$ cat src/rtl/sum_uart_pkg.sv
// Shared types, constants and helpers for the operand-sum UART transmitter.
package sum_uart_pkg;

   typedef enum logic [2:0] {
      IDLE,
      START,
      DATA,
      STOP,
      LOAD_NEXT
   } state_e;

   localparam logic [7:0] ASCII_CR = 8'h0D;
   localparam logic [7:0] ASCII_LF = 8'h0A;

   // Uppercase hex digit: 0-9 -> '0'-'9', 10-15 -> 'A'-'F'.
   function automatic logic [7:0] hex_to_ascii(input logic [3:0] nib);
      return (nib < 4'd10) ? (8'h30 + {4'h0, nib}) : (8'h37 + {4'h0, nib});
   endfunction

endpackage

$ cat src/rtl/uart_tx_byte.sv
// 8N1 byte serializer. A new byte may be accepted in the final cycle of the
// stop bit, so consecutive bytes go out with no idle gap between them.
//
// state | meaning
// IDLE  | line idle high, ready for a byte
// START | driving the start bit (0)
// DATA  | shifting out 8 data bits, LSB first
// STOP  | driving the stop bit (1); last cycle hands over to the next byte
module uart_tx_byte
   import sum_uart_pkg::*;
#(
   parameter int CLKS_PER_BIT = 87
) (
   input  logic       clk,
   input  logic       reset_n,
   input  logic [7:0] byte_i,
   input  logic       valid_i,
   output logic       ready_o,
   output logic       txd_o
);

   localparam int CNT_W = $clog2(CLKS_PER_BIT);
   localparam logic [CNT_W-1:0] CNT_RELOAD = CNT_W'(CLKS_PER_BIT - 1);

   state_e           state_q, state_d;
   logic [CNT_W-1:0] cnt_q, cnt_d;
   logic [2:0]       bit_q, bit_d;
   logic [7:0]       shift_q, shift_d;
   logic             baud_tc;

   assign baud_tc = (cnt_q == '0);

   // Serializer state registers.
   always_ff @(posedge clk) begin
      if (!reset_n) begin
         state_q <= IDLE;
         cnt_q   <= '0;
         bit_q   <= '0;
         shift_q <= '0;
      end else begin
         state_q <= state_d;
         cnt_q   <= cnt_d;
         bit_q   <= bit_d;
         shift_q <= shift_d;
      end
   end

   // Bit timing, next state and line level.
   always_comb begin
      state_d = state_q;
      cnt_d   = baud_tc ? cnt_q : cnt_q - CNT_W'(1);
      bit_d   = bit_q;
      shift_d = shift_q;
      ready_o = 1'b0;
      txd_o   = 1'b1;
      case (state_q)
         IDLE: begin
            ready_o = 1'b1;
            cnt_d   = cnt_q;
         end
         START: begin
            txd_o = 1'b0;
            if (baud_tc) begin
               state_d = DATA;
               cnt_d   = CNT_RELOAD;
               bit_d   = '0;
            end
         end
         DATA: begin
            txd_o = shift_q[0];
            if (baud_tc) begin
               cnt_d   = CNT_RELOAD;
               shift_d = {1'b0, shift_q[7:1]};
               if (bit_q == 3'd7) begin
                  state_d = STOP;
               end else begin
                  bit_d = bit_q + 3'd1;
               end
            end
         end
         STOP: begin
            if (baud_tc) begin
               ready_o = 1'b1;
               state_d = IDLE;
            end
         end
         default: state_d = IDLE;
      endcase
      if (ready_o && valid_i) begin
         state_d = START;
         cnt_d   = CNT_RELOAD;
         bit_d   = '0;
         shift_d = byte_i;
      end
   end

endmodule

$ cat src/rtl/multi_sum_uart_tx.sv
// Operand latches, full-precision adder and frame sequencer feeding an 8N1
// serializer. Frames are raw little-endian binary or uppercase hex + CR/LF.
//
// state | meaning
// IDLE  | no frame in flight, waiting for a rising edge on uart_tx_en
// DATA  | frame in flight; serializer owns the current byte
// (the hand-over to the next byte happens in the serializer's last stop-bit
//  cycle, so loading the next byte costs no line time)
module multi_sum_uart_tx
   import sum_uart_pkg::*;
#(
   parameter  int DATA_W       = 4,
   parameter  int N_OPS        = 2,
   parameter  int CLKS_PER_BIT = 87,
   localparam int RES_W        = DATA_W + $clog2(N_OPS)
) (
   input  logic              clk,
   input  logic              reset_n,
   input  logic [DATA_W-1:0] data_input,
   input  logic [N_OPS-1:0]  save_n,
   input  logic              fmt_ascii,
   input  logic              uart_tx_en,
   output logic              uart_txd,
   output logic              uart_tx_busy,
   output logic [RES_W-1:0]  result,
   output logic              frame_done
);

   localparam int N_BYTES = (RES_W + 7) / 8;
   localparam int N_HEX   = (RES_W + 3) / 4;
   localparam int BIN_W   = N_BYTES * 8;
   localparam int HEX_W   = N_HEX * 4;
   localparam int IDX_W   = $clog2(N_HEX + 2);

   logic [DATA_W-1:0] op_q [N_OPS];
   logic [RES_W-1:0]  sum_w;

   state_e            state_q, state_d;
   logic [IDX_W-1:0]  idx_q, idx_d;
   logic [RES_W-1:0]  result_q, result_d;
   logic              fmt_q, fmt_d;
   logic              en_q;
   logic              done_q, done_d;

   logic              start_edge, last_byte;
   logic              ser_valid, ser_ready;
   logic [RES_W-1:0]  src_val;
   logic              src_fmt;
   logic [IDX_W-1:0]  src_idx, rev_idx;
   logic [BIN_W-1:0]  bin_sh;
   logic [HEX_W-1:0]  hex_sh;
   logic [7:0]        tx_byte;

   // Operand registers; loads are independent of any frame in flight.
   always_ff @(posedge clk) begin
      if (!reset_n) begin
         for (int i = 0; i < N_OPS; i++) op_q[i] <= '0;
      end else begin
         for (int i = 0; i < N_OPS; i++) begin
            if (!save_n[i]) op_q[i] <= data_input;
         end
      end
   end

   // Zero-extended sum of all operands; RES_W is wide enough to never wrap.
   always_comb begin
      sum_w = '0;
      for (int i = 0; i < N_OPS; i++) sum_w = sum_w + RES_W'(op_q[i]);
   end

   // Sequencer registers; edge detect resets high so a held enable is ignored.
   always_ff @(posedge clk) begin
      if (!reset_n) begin
         state_q  <= IDLE;
         idx_q    <= '0;
         result_q <= '0;
         fmt_q    <= 1'b0;
         en_q     <= 1'b1;
         done_q   <= 1'b0;
      end else begin
         state_q  <= state_d;
         idx_q    <= idx_d;
         result_q <= result_d;
         fmt_q    <= fmt_d;
         en_q     <= uart_tx_en;
         done_q   <= done_d;
      end
   end

   assign start_edge = uart_tx_en & ~en_q;
   assign last_byte  = fmt_q ? (idx_q == IDX_W'(N_HEX + 1))
                             : (idx_q == IDX_W'(N_BYTES - 1));

   // Frame sequencing: start on an edge in IDLE, feed bytes until the last.
   always_comb begin
      state_d   = state_q;
      idx_d     = idx_q;
      result_d  = result_q;
      fmt_d     = fmt_q;
      done_d    = 1'b0;
      ser_valid = 1'b0;
      case (state_q)
         IDLE: begin
            if (start_edge) begin
               ser_valid = 1'b1;
               state_d   = DATA;
               idx_d     = '0;
               result_d  = sum_w;
               fmt_d     = fmt_ascii;
            end
         end
         DATA: begin
            if (ser_ready) begin
               if (last_byte) begin
                  state_d = IDLE;
                  done_d  = 1'b1;
               end else begin
                  ser_valid = 1'b1;
                  idx_d     = idx_q + IDX_W'(1);
               end
            end
         end
         default: state_d = IDLE;
      endcase
   end

   // Byte to hand over: the first byte comes straight from the live sum so
   // its start bit can begin the cycle after the start edge.
   always_comb begin
      if (state_q == IDLE) begin
         src_val = sum_w;
         src_fmt = fmt_ascii;
         src_idx = '0;
      end else begin
         src_val = result_q;
         src_fmt = fmt_q;
         src_idx = idx_q + IDX_W'(1);
      end
      rev_idx = IDX_W'(N_HEX - 1) - src_idx;
      bin_sh  = BIN_W'(src_val) >> {src_idx, 3'b000};
      hex_sh  = HEX_W'(src_val) >> {rev_idx, 2'b00};
      if (!src_fmt) begin
         tx_byte = bin_sh[7:0];
      end else if (src_idx < IDX_W'(N_HEX)) begin
         tx_byte = hex_to_ascii(hex_sh[3:0]);
      end else if (src_idx == IDX_W'(N_HEX)) begin
         tx_byte = ASCII_CR;
      end else begin
         tx_byte = ASCII_LF;
      end
   end

   uart_tx_byte #(
      .CLKS_PER_BIT(CLKS_PER_BIT)
   ) u_ser (
      .clk     (clk),
      .reset_n (reset_n),
      .byte_i  (tx_byte),
      .valid_i (ser_valid),
      .ready_o (ser_ready),
      .txd_o   (uart_txd)
   );

   assign uart_tx_busy = (state_q != IDLE);
   assign result       = result_q;
   assign frame_done   = done_q;

endmodule

$ cat config.mk
export PLATFORM = sky130hd
export DESIGN_NAME = multi_sum_uart_tx
export DESIGN_NICKNAME = d
export VERILOG_FILES = /design/src/rtl/sum_uart_pkg.sv /design/src/rtl/uart_tx_byte.sv /design/src/rtl/multi_sum_uart_tx.sv
export SDC_FILE = /design/constraint.sdc
export NUM_CORES = 1
export LEC_CHECK = 0
export ABC_AREA = 0
export CORE_ASPECT_RATIO = 1.5
export CORE_MARGIN = 1.5
export CORE_UTILIZATION = 35
export CTS_BUF_LIST = sky130_fd_sc_hd__clkbuf_4
export CTS_CLUSTER_SIZE = 20
export DETAILED_ROUTE_END_ITERATION = 12
export SYNTH_ARGS = -nofsm -noshare
export SYNTH_HDL_FRONTEND = slang
export SYNTH_SLANG_ARGS = --single-unit
$ cat constraint.sdc
create_clock -name clk -period 3.46 [get_ports clk]
set_input_delay 0.692 -clock clk [delete_from_list [all_inputs] [get_ports clk]]
set_output_delay 0.692 -clock clk [all_outputs]
set_load 0.02 [all_outputs]
# Word level (Yosys, flattened, before mapping)
# Memory sizes are Yosys's and may differ from the RTL's.
# Index checks and enable logic that the tools add are counted.
[totals] elab_cells=120 output_inout_bits=8 register_bits=34 ramBits=8 latchBits=0 romBits=0 memories=1
[op_classes] muxes=49 reduce_logical=20 bitwise=6 n_shift=2 multipliers=0 n_eq_ne=21 magnitude_cmp=2 n_addsub=7 div_mod_pow=0
[memory_table] memory="op_q" depth=2 width=4 rd=2 rd_clocked_by_memory_dff=0 wr=2 line="multi_sum_uart_tx.sv:35" text="logic [DATA_W-1:0] op_q [N_OPS];"
[ops] operator="two-way mux 7 bit" count=5
[ops] operator="two-way mux 8 bit" count=4
[ops] operator="two-way mux 3 bit" count=10
[ops] operator="two-way mux 1 bit" count=15
[ops] operator="adder 6 x 4 -> 7 bit (first input constant)" count=2
[ops] operator="case mux 7 bit (2 select lines)" count=1
[ops] operator="!= test 3 x 1 -> 1 bit (second input constant)" count=4
[ops] operator="case mux 3 bit (2 select lines)" count=2
[ops] operator="case mux 3 bit (4 select lines)" count=1
[ops] operator="!= test 2 x 1 -> 1 bit (second input constant)" count=5
[ops] operator="!= test 2 bit (second input constant)" count=5
[ops] operator="AND reduction 5 bit" count=2
[ops] operator="equality test 3 x 2 -> 1 bit (second input constant)" count=3
[ops] operator="two-way mux 2 bit" count=4
[ops] operator="two-way mux 4 bit" count=2
[ops] operator="AND reduction 4 bit" count=2
[ops] operator="nonzero test 2 bit" count=4
[ops] operator=">> shifter 5 x 5 -> 8 bit" count=1
[ops] operator="zero test 7 bit" count=1
[ops] operator="subtractor 7 x 1 -> 7 bit (second input constant)" count=1
[ops] operator="zero test 3 bit" count=2
[ops] operator="case mux 1 bit (2 select lines)" count=3
[ops] operator="AND reduction 3 bit" count=2
[ops] operator="adder 4 x 4 -> 5 bit" count=1
[ops] operator="19 further kinds" count=25

# Longest topological paths before layout
[logic_depth] depth_word=9 ltp_mapped=11

# Modules after synthesis
# From an unflattened synthesis, not the netlist that was laid out.
[hier_totals] hier_cells=277 hier_area_um2=2457.4
[by_module_without_submodules] mod="multi_sum_uart_tx" instances=1 area_each_um2=1243.7 cells_per_inst=131
[by_module_without_submodules] mod="uart_tx_byte" instances=1 area_each_um2=1213.7 cells_per_inst=146

# Least setup slack after synthesis
# No wires, ideal clock.
[synth_path] kind="reg-to-reg" startpoint="register idx_q[0]" endpoint="register u_ser.shift_q[2]" path_buffers=2 arrival_time_ns=2.532 slack_ns=0.842 setup_time_ns=0.086 path_stages_with_launch=12 t_required_ns=3.374 cell_sequence="dfxtp_1 clkbuf_1 inv_1 ha_1 clkbuf_1 nor3_1 a21oi_1 ha_1 a21bo_2 a2111oi_0 o21ai_0 a211oi_1"
[synth_between] elab_chain_cells=9 word_cells_on_any_way=25 classes_between="add/sub: 4; order compare: 2; eq/ne: 2; shift: 2; mux: 10; reduce/logical: 5"
[synth_rtl] element="start, declared" line="multi_sum_uart_tx.sv:39" text="logic [IDX_W-1:0] idx_q, idx_d;"
[synth_rtl] element="start signal, assigned" line="multi_sum_uart_tx.sv:82" text="idx_q <= idx_d;"
[synth_rtl] element="adder 2 x 1 -> 2 bit" line="multi_sum_uart_tx.sv:137" text="src_idx = idx_q + IDX_W'(1);"
[synth_rtl] element="two-way mux 2 bit" line="multi_sum_uart_tx.sv:130" text="if (state_q == IDLE) begin"
[synth_rtl] element="subtractor 1 x 2 -> 2 bit" line="multi_sum_uart_tx.sv:139" text="rev_idx = IDX_W'(N_HEX - 1) - src_idx;"
[synth_rtl] element=">> shifter 5 x 4 -> 4 bit" line="multi_sum_uart_tx.sv:141" text="hex_sh = HEX_W'(src_val) >> {rev_idx, 2'b00};"
[synth_rtl] element="adder 6 x 4 -> 7 bit / < comparator 4 bit (equally long branches)" line="sum_uart_pkg.sv:17" text="return (nib < 4'd10) ? (8'h30 + {4'h0, nib}) : (8'h37 + {4'h0, nib});"
[synth_rtl] element="two-way mux 7 bit" line="sum_uart_pkg.sv:17"
[synth_rtl] element="two-way mux 7 bit" line="multi_sum_uart_tx.sv:144" text="end else if (src_idx < IDX_W'(N_HEX)) begin"
[synth_rtl] element="two-way mux 8 bit" line="multi_sum_uart_tx.sv:142" text="if (!src_fmt) begin"
[synth_rtl] element="two-way mux 8 bit" line="uart_tx_byte.sv:89" text="if (ready_o && valid_i) begin"
[synth_rtl] element="end signal, assigned" line="uart_tx_byte.sv:44" text="shift_q <= shift_d;"
[synth_rtl] element="end, declared" line="uart_tx_byte.sv:28" text="logic [7:0] shift_q, shift_d;"
# Several ways; a longest one is shown, not always the timed one.
# A chain may end at the register's enable or synchronous reset.

# Final worst setup path
# Ends and elaborated chain as after synthesis.

==> impl_metrics.csv <==
group,metric,value,unit
drt,vias,2119,
grt,antenna_found_initial,1,
worst_setup_path,crit_slowest_cell,"dfxtp_1",
timing,slew_viol_final,0,
worst_setup_path,cp_common_cell,"ha_1",
logic_synthesis,synth-main-ff-cell,"dfxtp_1",
timing,setup_violations,0,
floorplanning,num_rows,36,
drt,dr.pass1.iters,5,
finish,layout.nets,315,
timing,rsz0062_at_grt,"false",
timing,period_needed,2.85,ns
clocking,root_buffer,"clkbuf_4",
floorplanning,core-area,6530,sq um
logic_synthesis,synth_edf_count,8,
clocking,htree_levels,2,
logic_synthesis,yosys.area_share.simple,0.227,
timing,fin_tns_setup,0,ns
finish,syn2layout_area_growth,12.1,%
logic_synthesis,synth_top_family_by_area,"compound AO/OA/AOI/OAI gates",
clocking,cts-buffers-inserted,5,
finish,drive_above_1_share,0.0724,
worst_setup_path,critical_path_required,3.72,ns
pwr,cellPowerDensity,392,nW/um^2
drt,top_layer_used,"met4",
timing,max_freq,351,MHz
clocking,cts_hold_buf,0,
worst_setup_path,cp-end-kind,"flip-flop",
worst_setup_path,path_cells,"inv_1, ha_1, nand3b_1, nand2b_1, ha_1, a21bo_2, a2111oi_0, o21ai_0, a211oi_1",
drt,wl_met3,145,microns
logic_synthesis,syn_area,2370,sq um
timing,max-slew-margin-rel,0.473,
drt,met1_length,2220,microns
placement,dp.final_hpwl,4210,microns
logic_synthesis,ys_types,57,
logic_synthesis,synth_compound_area_frac,0.249,
logic_synthesis,yosys_register_bits,38,
clocking,clk_latency,0.34,ns
floorplanning,start_util,0.363,
logic_synthesis,syn_avg_cell_area,8.69,sq um
job,maxCapViolations,0,
timing,timing.final.crit_share,0.822,
drt,wl_per_cell,15.3,microns
logic_synthesis,yosysWarnings,0,
timing,hold_ws,0.497,ns
timing,worst_pin_slew,0.781,ns
worst_setup_path,startpoint_type,"flip-flop",
logic_synthesis,yosysSeqAreaShare,0.355,
drt,vias_per_cell,5.77,
grt,grt-ovfl-total,0,
logic_synthesis,synth_xor_area_frac,0.0111,
floorplanning,die_area,7290,sq um
pwr,max-vdd-ir-drop,0.000193,V
floorplanning,io_pins,18,
drt,final_antenna_net_count,0,
placement,gp_congestion,0.943,
timing,hold_viol,0,
logic_synthesis,syn_nets,299,
worst_setup_path,arrival,3.10,ns
logic_synthesis,synthMuxAreaShare,0.0174,
placement,place_area,2610,sq um
floorplanning,fp.dieH,104,microns
floorplanning,fp.dieW,70.2,microns
drt,dr_wl_met2,3100,microns
worst_setup_path,path_class,"reg -> reg",
clocking,post_cts_resize_count,0,
status,outcome,"completed",
grt,grt_use_total,0.164,
placement,numPortBuffers,17,
grt,grt_pass1_vias,2043,
pwr,p_leak,0.961,nW
logic_synthesis,syn_inst,273,
grt,grt_max_degree,24,
worst_hold_path,hold_path_class,"reg -> reg",
clocking,cts_sinks,38,
grt,grt_pass1_wl,9710,microns
clocking,clk_path_buf_depth,2,
drt,drc,0,
clocking,cts.clk_slew.worst_paths,0.11,ns
clocking,cts_setup_buffers,0,
finish,final_common_cell,"dfxtp_1",
worst_setup_path,crit_path_max_fanout,14,
finish,fin_area,2660,sq um
logic_synthesis,yosys.area_share.adder,0.0876,
timing,worst_clock_skew,0.00843,ns
logic_synthesis,async_reset_ff_frac,0,
clocking,cts_tree,"yes",
drt,wirelength,5610,microns
finish,final_cell_mix,"dfxtp_1 (30), a21oi_1 (25), nand2_1 (22)",
drt,drtIter0Drc,107,
worst_setup_path,max_stage_delay,0.60,ns
area by class of cell:
type	count	area [sq um]
Fill cell	666	3870
Multi-Input combinational cell	206	1400
Sequential cell	38	841
Timing Repair Buffer	22	208
Tap cell	76	95.1
Inverter	16	60.1
Clock buffer	5	37.5
Clock inverter	3	11.3
Antenna cell	1	2.50
final timing paths:
check                           slack [ns]  cells past startpoint                             to                           from
worst max-delay path                  0.61                      9  u_ser.shift_q[2]$_SDFFE_PN0P_          idx_q[0]$_SDFFE_PN0P_
worst min-delay path                  0.50                      2  u_ser.shift_q[6]$_SDFFE_PN0P_  u_ser.shift_q[6]$_SDFFE_PN0P_
worst max register to register        0.61                      9  u_ser.shift_q[2]$_SDFFE_PN0P_          idx_q[0]$_SDFFE_PN0P_
worst min register to register        0.50                      2  u_ser.shift_q[6]$_SDFFE_PN0P_  u_ser.shift_q[6]$_SDFFE_PN0P_
layer usage:
layer	up-vias	track usage
met4	0	0.0632
met1	1011	0.180
met2	35	0.310
met3	10	0.0233
met5	-	0
li1	1063	-
power breakdown:
part / switching, W / total, W / internal [W]
combinational: 0.000190 / 0.000312 / 0.000122
sequential: 0.0000299 / 0.000515 / 0.000485
clock: 0.000144 / 0.000216 / 0.0000726
Yosys cell counts (all sizes together) (6+ instances only):
master  number  area share
dfxtp       30        0.25
a21oi       25       0.053
nand2       22       0.035
nor2        19       0.030
inv         16       0.025
ha          15       0.079
o21ai       14       0.033
clkbuf       9       0.014
a211oi       8       0.025
a221oi       8       0.030
and3         8       0.021
edfxtp       8        0.10
nand2b       8       0.021
nand3        6       0.013
nor2b        6       0.016
worst max-delay path, delay by kind of cell (launching register included):
kind	cells	cell delay [ns]
buf+inv	1	0.16
fa+ha+maj	2	0.69
compound gates	4	0.91
simple gates	2	0.39
flops	1	0.60
state kept, by name, indices dropped and copies added (netlist names):
name	count
op_q	8
u_ser.cnt_q	7
u_ser.shift_q	7
result	5
u_ser.bit_q	3
idx_q	2
u_ser.state_q	2
en_q	1
fmt_q	1
frame_done	1
state_q	1
cells by family after synthesis:
kind of cell    count (synthesis)
mux                             4
fa+ha+maj                      16
compound gates                 86
buf+inv                        29
flops                          38
simple gates                   97
xor+xnor                        3
metrics by stage:
step	power (W)	utilization	setup WS, ns	cells
finish	0.00104	0.407	0.615	367
floorplan	0.000743	-	0.842	273
global route	0.00111	0.407	0.325	367
detailed placement	0.000835	0.399	0.657	358
CTS	0.00105	0.407	0.629	366
global placement	0.000830	0.399	0.719	358
Power figures use the tool's default switching activity.
